===== config.mk =====
export PLATFORM = sky130hd
export DESIGN_NAME = reset_sequencer
export DESIGN_NICKNAME = d
export VERILOG_FILES = /design/src/rtl/reset_seq_pkg.sv /design/src/rtl/reset_sync.sv /design/src/rtl/sync_2ff.sv /design/src/rtl/reset_sequencer.sv
export SDC_FILE = /design/constraint.sdc
export NUM_CORES = 1
export LEC_CHECK = 0
export CAP_MARGIN = 30
export CORE_ASPECT_RATIO = 1.75
export CORE_MARGIN = 8
export CORE_UTILIZATION = 50
export CTS_CLUSTER_DIAMETER = 120
export DETAILED_ROUTE_END_ITERATION = 8
export GPL_TIMING_DRIVEN = 1
export PLACE_DENSITY = 0.71
export REMOVE_ABC_BUFFERS = 1
export SYNTH_ARGS = -nofsm -noshare
export SYNTH_HDL_FRONTEND = slang
export SYNTH_SLANG_ARGS = --single-unit

===== constraint.sdc =====
create_clock -name clk -period 0.9 [get_ports clk]
set_input_delay 0.18 -clock clk [delete_from_list [all_inputs] [get_ports clk]]
set_output_delay 0.18 -clock clk [all_outputs]
set_load 0.1 [all_outputs]

===== src/rtl/reset_seq_pkg.sv =====
// Shared types and default parameters for the reset sequencer.
// Also holds a helper that sizes the shared stage counter.
package reset_seq_pkg;

    localparam int unsigned DEF_N_DOM       = 32'd4;
    localparam int unsigned DEF_MIN_ASSERT  = 32'd16;
    localparam int unsigned DEF_STAGE_DLY   = 32'd8;
    localparam int unsigned DEF_ACK_TIMEOUT = 32'd64;

    typedef enum logic [1:0] {
        ST_STRETCH  = 2'd0,
        ST_WAIT_ACK = 2'd1,
        ST_HOLD     = 2'd2,
        ST_DONE     = 2'd3
    } seq_state_e;

    function automatic int unsigned max3(input int unsigned a,
                                         input int unsigned b,
                                         input int unsigned c);
        int unsigned m;
        m = (a > b) ? a : b;
        m = (m > c) ? m : c;
        return m;
    endfunction

    // The counter must represent the largest of the three intervals without wrapping.
    function automatic int unsigned cnt_width(input int unsigned a,
                                              input int unsigned b,
                                              input int unsigned c);
        int unsigned m;
        m = max3(a, b, c);
        return (m < 32'd2) ? 32'd1 : $clog2(m + 32'd1);
    endfunction

endpackage


===== src/rtl/reset_sync.sv =====
// Reset synchronizer: asserts asynchronously, releases after two clock edges.
module reset_sync (
    input  logic clk_i,
    input  logic rst_async_i,
    output logic rst_sync_o
);

    logic meta_q;
    logic sync_q;

    // Two-stage release chain, set asynchronously by the raw reset.
    always_ff @(posedge clk_i or posedge rst_async_i) begin
        if (rst_async_i) begin
            meta_q <= 1'b1;
            sync_q <= 1'b1;
        end else begin
            meta_q <= 1'b0;
            sync_q <= meta_q;
        end
    end

    assign rst_sync_o = sync_q;

endmodule


===== src/rtl/sync_2ff.sv =====
// Multi-bit two-flop synchronizer for independent level signals.
module sync_2ff #(
    parameter int unsigned WIDTH = 32'd1
) (
    input  logic             clk_i,
    input  logic             rst_i,
    input  logic [WIDTH-1:0] d_i,
    output logic [WIDTH-1:0] q_o
);

    logic [WIDTH-1:0] meta_q;
    logic [WIDTH-1:0] sync_q;

    // Both stages are cleared while reset is held.
    always_ff @(posedge clk_i or posedge rst_i) begin
        if (rst_i) begin
            meta_q <= {WIDTH{1'b0}};
            sync_q <= {WIDTH{1'b0}};
        end else begin
            meta_q <= d_i;
            sync_q <= meta_q;
        end
    end

    assign q_o = sync_q;

endmodule


===== src/rtl/reset_sequencer.sv =====
// Releases N_DOM downstream resets in index order, waiting for each domain's
// acknowledge (or a timeout) plus a fixed hold before releasing the next one.
module reset_sequencer
    import reset_seq_pkg::*;
#(
    parameter int unsigned N_DOM       = DEF_N_DOM,
    parameter int unsigned MIN_ASSERT  = DEF_MIN_ASSERT,
    parameter int unsigned STAGE_DLY   = DEF_STAGE_DLY,
    parameter int unsigned ACK_TIMEOUT = DEF_ACK_TIMEOUT
) (
    input  logic             clk,
    input  logic             rst_async,
    input  logic             sw_rst_req,
    input  logic [N_DOM-1:0] rst_ack,
    output logic [N_DOM-1:0] rst_out,
    output logic             rst_done,
    output logic             timeout_err
);

    localparam int unsigned CNT_W = cnt_width(MIN_ASSERT, STAGE_DLY, ACK_TIMEOUT);
    localparam int unsigned IDX_W = (N_DOM > 32'd1) ? $clog2(N_DOM) : 32'd1;

    localparam logic [CNT_W-1:0] CNT_ZERO     = {CNT_W{1'b0}};
    localparam logic [CNT_W-1:0] CNT_ONE      = CNT_W'(1);
    localparam logic [CNT_W-1:0] STRETCH_LAST = CNT_W'(MIN_ASSERT - 32'd1);
    localparam logic [CNT_W-1:0] ACK_LAST     = CNT_W'(ACK_TIMEOUT - 32'd1);
    localparam logic [CNT_W-1:0] HOLD_LAST    = CNT_W'(STAGE_DLY - 32'd1);
    localparam logic [IDX_W-1:0] IDX_ZERO     = {IDX_W{1'b0}};
    localparam logic [IDX_W-1:0] IDX_ONE      = IDX_W'(1);
    localparam logic [IDX_W-1:0] IDX_LAST     = IDX_W'(N_DOM - 32'd1);
    localparam logic [N_DOM-1:0] ALL_ON       = {N_DOM{1'b1}};
    localparam logic [N_DOM-1:0] ALL_OFF      = {N_DOM{1'b0}};

    logic             rst_int;
    logic [N_DOM-1:0] ack_s;

    seq_state_e       state_q, state_d;
    logic [CNT_W-1:0] cnt_q, cnt_d;
    logic [IDX_W-1:0] idx_q, idx_d;
    logic [N_DOM-1:0] rst_out_q, rst_out_d;
    logic             rst_done_q, rst_done_d;
    logic             timeout_err_q, timeout_err_d;

    reset_sync u_reset_sync (
        .clk_i       (clk),
        .rst_async_i (rst_async),
        .rst_sync_o  (rst_int)
    );

    sync_2ff #(
        .WIDTH (N_DOM)
    ) u_ack_sync (
        .clk_i (clk),
        .rst_i (rst_int),
        .d_i   (rst_ack),
        .q_o   (ack_s)
    );

    // State, counter and output registers; rst_int asserts them asynchronously.
    always_ff @(posedge clk or posedge rst_int) begin
        if (rst_int) begin
            state_q       <= ST_STRETCH;
            cnt_q         <= CNT_ZERO;
            idx_q         <= IDX_ZERO;
            rst_out_q     <= ALL_ON;
            rst_done_q    <= 1'b0;
            timeout_err_q <= 1'b0;
        end else begin
            state_q       <= state_d;
            cnt_q         <= cnt_d;
            idx_q         <= idx_d;
            rst_out_q     <= rst_out_d;
            rst_done_q    <= rst_done_d;
            timeout_err_q <= timeout_err_d;
        end
    end

    // Next-state logic. rst_out is a thermometer code (released bits at the
    // bottom), so a left shift releases exactly the next domain.
    always_comb begin
        state_d       = state_q;
        cnt_d         = cnt_q;
        idx_d         = idx_q;
        rst_out_d     = rst_out_q;
        rst_done_d    = rst_done_q;
        timeout_err_d = timeout_err_q;

        if (sw_rst_req) begin
            state_d       = ST_STRETCH;
            cnt_d         = CNT_ZERO;
            idx_d         = IDX_ZERO;
            rst_out_d     = ALL_ON;
            rst_done_d    = 1'b0;
            timeout_err_d = 1'b0;
        end else begin
            case (state_q)
                ST_STRETCH: begin
                    rst_out_d  = ALL_ON;
                    rst_done_d = 1'b0;
                    if (cnt_q == STRETCH_LAST) begin
                        state_d   = ST_WAIT_ACK;
                        cnt_d     = CNT_ZERO;
                        idx_d     = IDX_ZERO;
                        rst_out_d = ALL_ON << 1;
                    end else begin
                        cnt_d = cnt_q + CNT_ONE;
                    end
                end
                ST_WAIT_ACK: begin
                    if (ack_s[idx_q]) begin
                        state_d = ST_HOLD;
                        cnt_d   = CNT_ZERO;
                    end else if (cnt_q == ACK_LAST) begin
                        state_d       = ST_HOLD;
                        cnt_d         = CNT_ZERO;
                        timeout_err_d = 1'b1;
                    end else begin
                        cnt_d = cnt_q + CNT_ONE;
                    end
                end
                ST_HOLD: begin
                    if (cnt_q == HOLD_LAST) begin
                        cnt_d = CNT_ZERO;
                        if (idx_q == IDX_LAST) begin
                            state_d    = ST_DONE;
                            rst_out_d  = ALL_OFF;
                            rst_done_d = 1'b1;
                        end else begin
                            state_d   = ST_WAIT_ACK;
                            idx_d     = idx_q + IDX_ONE;
                            rst_out_d = rst_out_q << 1;
                        end
                    end else begin
                        cnt_d = cnt_q + CNT_ONE;
                    end
                end
                ST_DONE: begin
                    rst_out_d  = ALL_OFF;
                    rst_done_d = 1'b1;
                end
                default: begin
                    state_d    = ST_STRETCH;
                    cnt_d      = CNT_ZERO;
                    idx_d      = IDX_ZERO;
                    rst_out_d  = ALL_ON;
                    rst_done_d = 1'b0;
                end
            endcase
        end
    end

    assign rst_out     = rst_out_q;
    assign rst_done    = rst_done_q;
    assign timeout_err = timeout_err_q;

endmodule

== After elaboration in Yosys (flattened, before gate mapping) ==
Cells that the tools add are included.
Word-level totals
  flip-flop bits (word level): 27
  bits in latches: 0
  memory bits (writable): 0
  bits in read-only memories: 0
  input bits: 7
  output and inout port bits: 6
  word-level logic and storage cells: 70
  memories kept: 0
Cells by class
  $add $sub $neg: 2
  multiply operators: 0
  div/mod/pow operators: 0
  magnitude comparators: 1
  equal/unequal tests: 13
  shift-type cells: 0
  mux-type cells: 33
  bitwise gates (word level): 0
  reduce and logical (&&, ||, !) cells: 11
Operator list (number)
  two-way mux 7 bit: 5
  one-hot mux 7 bit (3 select lines): 1
  two-way mux 2 bit: 10
  two-way mux 4 bit: 3
  != test 3 bit (second input constant): 4
  one-hot mux 4 bit (3 select lines): 1
  two-way mux 1 bit: 9
  AND reduction 4 bit: 2
  nonzero test 4 bit: 2
  adder 7 x 1 -> 7 bit (second input constant): 1
  equality test 7 x 3 -> 1 bit (second input constant): 1
  equality test 7 x 4 -> 1 bit (second input constant): 1
  equality test 7 x 6 -> 1 bit (second input constant): 1
  equality test 2 bit (second input constant): 3
  one-hot mux 2 bit (3 select lines): 1
  AND reduction 3 bit: 2
  != test 4 bit (second input constant): 1
  one-hot mux 2 bit (2 select lines): 1
  nonzero test 2 bit: 2
  < comparator 2 x 3 -> 1 bit (second input constant): 1
  one-hot mux 1 bit (3 select lines): 1
  nonzero test 3 bit: 1
  adder 2 x 1 -> 2 bit (second input constant): 1
  binary-select mux 1 bit (select 2 bit): 1
  other kinds (4): 4

== Longest topological paths before layout ==
Gate-level depths: netlist of run 1.
  word-level depth: 5
  depth in mapped cells: 7
  gate-level depth less buffers: 7

== Hierarchy ==
Synthesis of run 1 repeated with hierarchy kept, for this count alone.
Second synthesis, totals
  cell total of the unflattened synthesis: 132
  area total of the unflattened synthesis: 1401.3 um^2
Modules (own cells, without submodules)
  reset_sequencer: times used 1, cells an instance 119, area each 1137.3 um^2, seq. area each 430.4 um^2
  sync_2ff: times used 1, cells an instance 9, area each 203.9 um^2, seq. area each 200.2 um^2
  reset_sync: times used 1, cells an instance 4, area each 60.1 um^2, seq. area each 52.6 um^2

== Worst setup path after synthesis of run 1 ==
OpenSTA, ideal clock, no wires.
  path kind: reg2reg
  start point: register state_q[0]
  end point: register cnt_q[2]
  setup time: 0.121 ns
  arrival time: 1.619 ns
  required time: 0.779 ns
  slack: -0.840 ns
  cell stages (with the launch flop): 8
  path buffers: 0
  clock period less this slack: 1.740 ns
  cell sequence: dfrtp_1 > inv_1 > ha_1 > or4_1 > nand2_1 > mux2_2 > nor2_1 > a22o_1
Between the ends
  word-level cells in the longest chain between the ends: 3
  elaborated cells on any way between the ends: 6
  classes of those cells: eq/ne (2); mux (2); reduce/logical (2)
RTL lines
  from (decl): line reset_sequencer.sv:37  | seq_state_e state_q, state_d;
  from (signal assigned): line reset_sequencer.sv:69  | state_q <= state_d;
  equality test 2 bit, or another cell as far along: line reset_sequencer.sv:96  | case (state_q)
  one-hot mux 7 bit (3 select lines): line reset_sequencer.sv:96
  two-way mux 7 bit: line reset_sequencer.sv:88  | if (sw_rst_req) begin
  to (signal assigned): line reset_sequencer.sv:70  | cnt_q <= cnt_d;
  to (decl): line reset_sequencer.sv:38  | logic [CNT_W-1:0] cnt_q, cnt_d;
Several ways; a longest one is shown, not always the timed one.
A chain may end at the register's enable or synchronous reset.

== Worst setup path in the final report of run 1 ==
  start point: register cnt_q[3]
  end point: register state_q[0]
Between the ends
  word-level cells in the longest chain between the ends: 3
  elaborated cells on any way between the ends: 7
  classes of those cells: eq/ne (6); reduce/logical (1)
RTL lines
  equality test 7 x 6 -> 1 bit, or another cell as far along: line reset_sequencer.sv:113  | end else if (cnt_q == ACK_LAST) begin
  != test 4 bit (no line) or != test 3 bit (tied branches)
  AND reduction 4 bit (no line) (*)
Every way passes the cells marked *; elsewhere a longest branch is shown, timed or not.

==> impl_metrics.yaml, run 1 <==
route:
  dr.pass1.iters: 4
  wl_um: 4860
  drc_errors: 0
  ant_nets: 0
  first_iter_violations: 56
  wl_per_cell_um: 22.1
  viasPerCell: 6.20
  vias: 1365
timing:
  clock_skew_ps: 1.76
  timing.final.ws_setup_ps: -958
  tns_ps: -15300
  whs_ps: 201
  max_freq_mhz: 538
  rsz0062_at_grt: "true"
  maxSlewViolCount: 0
  final-hold-violation-count: 0
  period_minus_slack_ps: 1860
  timing.final.crit_share_pct: 206
  finalSetupViolCount: 23
final_layout:
  areaGrowthSynthToFinish_pct: 61.9
  nets: 207
  diodes: 0
  fin_area_um2: 2230
  drive_gt1_share_pct: 53.4
pwr:
  p_comb_share_pct: 24.8
  power_leakage_nw: 0.919
  p_total_mw: 2.76
  power_switching_mw: 0.843
  ir_worst_vdd_uv: 1160
  switching_share_pct: 30.5
  pwr-share-clk_pct: 27.2
  p_int_mw: 1.92
  power_density_nw_per_um2: 1240
  pwr-share-seq_pct: 48.0
yosys:
  yosysTopAreaCellShare_pct: 38.1
  ys_seq_elements: 27
  synth-seq-area-share_pct: 49.6
  synth.top_cells.by_area: "dfrtp_1, dfstp_2, ha_1"
  syn-mean-instance-area_um2: 10.3
  syn_area_um2: 1380
  synth_edf_count: 0
  syn_inst: 134
  synth_cell_types: 44
  synthArstFlopShare_pct: 100
  ys_dominant_reg_cell: "dfrtp_1"
  ys.warnings.count: 0
  synth_area_leader_cell: "dfrtp_1"
setup_path:
  crit_required_ps: 1090
  cp-end-kind: "register"
  critical_path_class: "reg2reg"
  critPathMaxFanout: 5
  path_cells: "buf_4, nand2b_1, o21ai_1, o211a_1, a21oi_2, a211oi_4"
  slowest_stage: "dfrtp_1"
  rrSetupSlack_ps: -960
  slowest_delay_ps: 480
  critPathLaunchType: "register"
  arrival_ps: 2040
place:
  port_buffers: 12
  place_hpwl_um: 2740
  place_ws_ps: -987
  dpl-instance-area_um2: 1830
  globalplace.congestion: 0.860
clocking:
  numCtsBuffers: 3
  tritoncts: "built"
  clkTransAtPathRegs_ps: 100
  htreeDepth: 1
  clockBufferDepth: 2
  cts_root_buffer: "clkbuf_8"
  ctsHoldBuffers: 0
  cts.sinks: 27
  clk_latency_ps: 280
global_routing:
  grt_pass1_wl_um: 7080
  grt_overflow: 0
  grt_pass1_vias: 1458
  grt_antenna_before_repair: 0
  grt_max_degree: 26
  gr-usage-all-layers_pct: 18.3
floorplan:
  core_area_um2: 2660
  start_util_pct: 51.8
  die_y_um: 85.4
  ioPinCount: 13
  die_w_um: 55.7
  rows: 25
  die-area_um2: 4760
flow_run:
  drv_cap: 0
worst_hold_path:
  hp-class: "in2async"
run_status:
  run_status: "complete, but fails checks"
  violations: "negative setup slack"
-- flip-flops by register name, summed over array words and instances, names as in the netlist --
signal,flops
timeout_err,1
rst_out,4
u_ack_sync.q_o,4
state_q,2
u_reset_sync.meta_q,1
u_reset_sync.rst_sync_o,1
cnt_q,7
rst_done,1
u_ack_sync.meta_q,4
idx_q,2
-- power groups by stage --
| stage | clock network, mW | registers, mW | logic (mW) |
|---|---|---|---|
| floorplan | 0 | 1.35 | 0.215 |
| global placement | 0 | 1.33 | 0.443 |
| detailed placement | 0 | 1.33 | 0.465 |
| CTS | 0.759 | 1.32 | 0.564 |
| global route | 0.791 | 1.33 | 0.728 |
| finish | 0.751 | 1.33 | 0.684 |
-- path summary, 6_finish.rpt --
| check | startpoint | endpoint | cells after the start |
|---|---|---|---|
| max | cnt_q[3]$_DFFE_PP0P_ | state_q[0]$_DFFE_PP0P_ | 6 |
| min | rst_async | u_reset_sync.rst_sync_o$_DFF_PP1_ | 2 |
| max reg2reg | cnt_q[3]$_DFFE_PP0P_ | state_q[0]$_DFFE_PP0P_ | 6 |
| min reg2reg | u_reset_sync.rst_sync_o$_DFF_PP1_ | idx_q[1]$_DFFE_PP0P_ | 2 |
| min in group clk | rst_ack[0] | u_ack_sync.meta_q[0]$_DFF_PP0_ | 1 |
| max in group asynchronous | u_reset_sync.rst_sync_o$_DFF_PP1_ | rst_out[0]$_DFFE_PP1P_ | 2 |
-- layout by cell type (no fill, tap or decap), types with 2 or more instances in the layout --
cell,Yosys,final
a21oi_1,8,6
a21oi_2,0,2
a22o_1,2,2
a31oi_1,5,2
a31oi_2,0,2
buf_12,0,7
buf_4,0,43
buf_6,0,2
clkbuf_8,0,3
clkdlybuf4s50_1,0,6
dfrtp_1,21,20
dfstp_2,6,6
ha_1,6,2
ha_4,0,4
inv_1,8,6
inv_2,0,2
nand2_1,13,12
nand2b_1,2,2
nand3_1,4,2
nand3_4,0,2
nor2_1,11,9
nor2_4,0,2
nor2b_2,0,2
nor3_1,2,2
nor3_4,1,2
o21ai_1,7,5
o21ai_2,0,2
or3_1,4,3
-- stage by stage --
stage	instances	utilization, %
2_1_floorplan	131	-
3_3_place_gp	202	68.9
3_5_place_dp	202	68.9
4_1_cts	213	77.9
5_1_grt	220	83.9
6_report	220	83.9
-- cell type report --
cell class	instances	area, um2
clock inverters	1	8.76
inverters	8	30.0
fillers	126	428
clock buffers	3	41.3
multi-input cells	96	887
well taps	27	33.8
flip-flops and latches	27	684
repair buffers	58	546
-- cells by family (layout without fill, tap and decap cells) --
family                     after synthesis  count (layout)  synth area share [%]
AOI/OAI and AO/OA                       36              36                  18.3
adders and majority gates                6               6                  5.45
buffers and inverters                   11              70                  3.00
DFF                                     27              27                  49.6
muxes                                    3               3                  2.36
other                                    1               1                 0.272
and+or+nand+nor                         50              50                  21.1
-- critical path, delay by kind of cell (launching register included) --
kind            cells  cell delay, ps
buf+inv             1             190
simple gates        1             130
compound gates      4             960
flops               1             480
-- metal layers --
layer  part of all wire [%]  GRT usage, %
met3                    5.8          3.59
met2                     53          34.0
met4                    7.3          12.2
met1                     34          17.3
met5                      0             0
-- cell usage after synthesis (2+ instances only) --
master     n
a21oi_1    8
a22o_1     2
a31oi_1    5
clkbuf_1   3
dfrtp_1   21
dfstp_2    6
ha_1       6
inv_1      8
nand2_1   13
nand2b_1   2
nand3_1    4
nor2_1    11
nor2b_1    3
nor3_1     2
o21ai_1    7
o22ai_1    2
or3_1      4
-- timing repair --
action,CTS,global route
setup buffers,8,8
setup endpoints to repair,23,23
resized for setup,29,18
pin swaps,12,17
Note: power is estimated with default switching activity, not from simulation.
==> run 2, diff against run 1 <==
- GPL_TIMING_DRIVEN: 1 -> default
==> results of run 2 <==
Same layout as run 1: the final DEF is identical, and so are final timing and power.
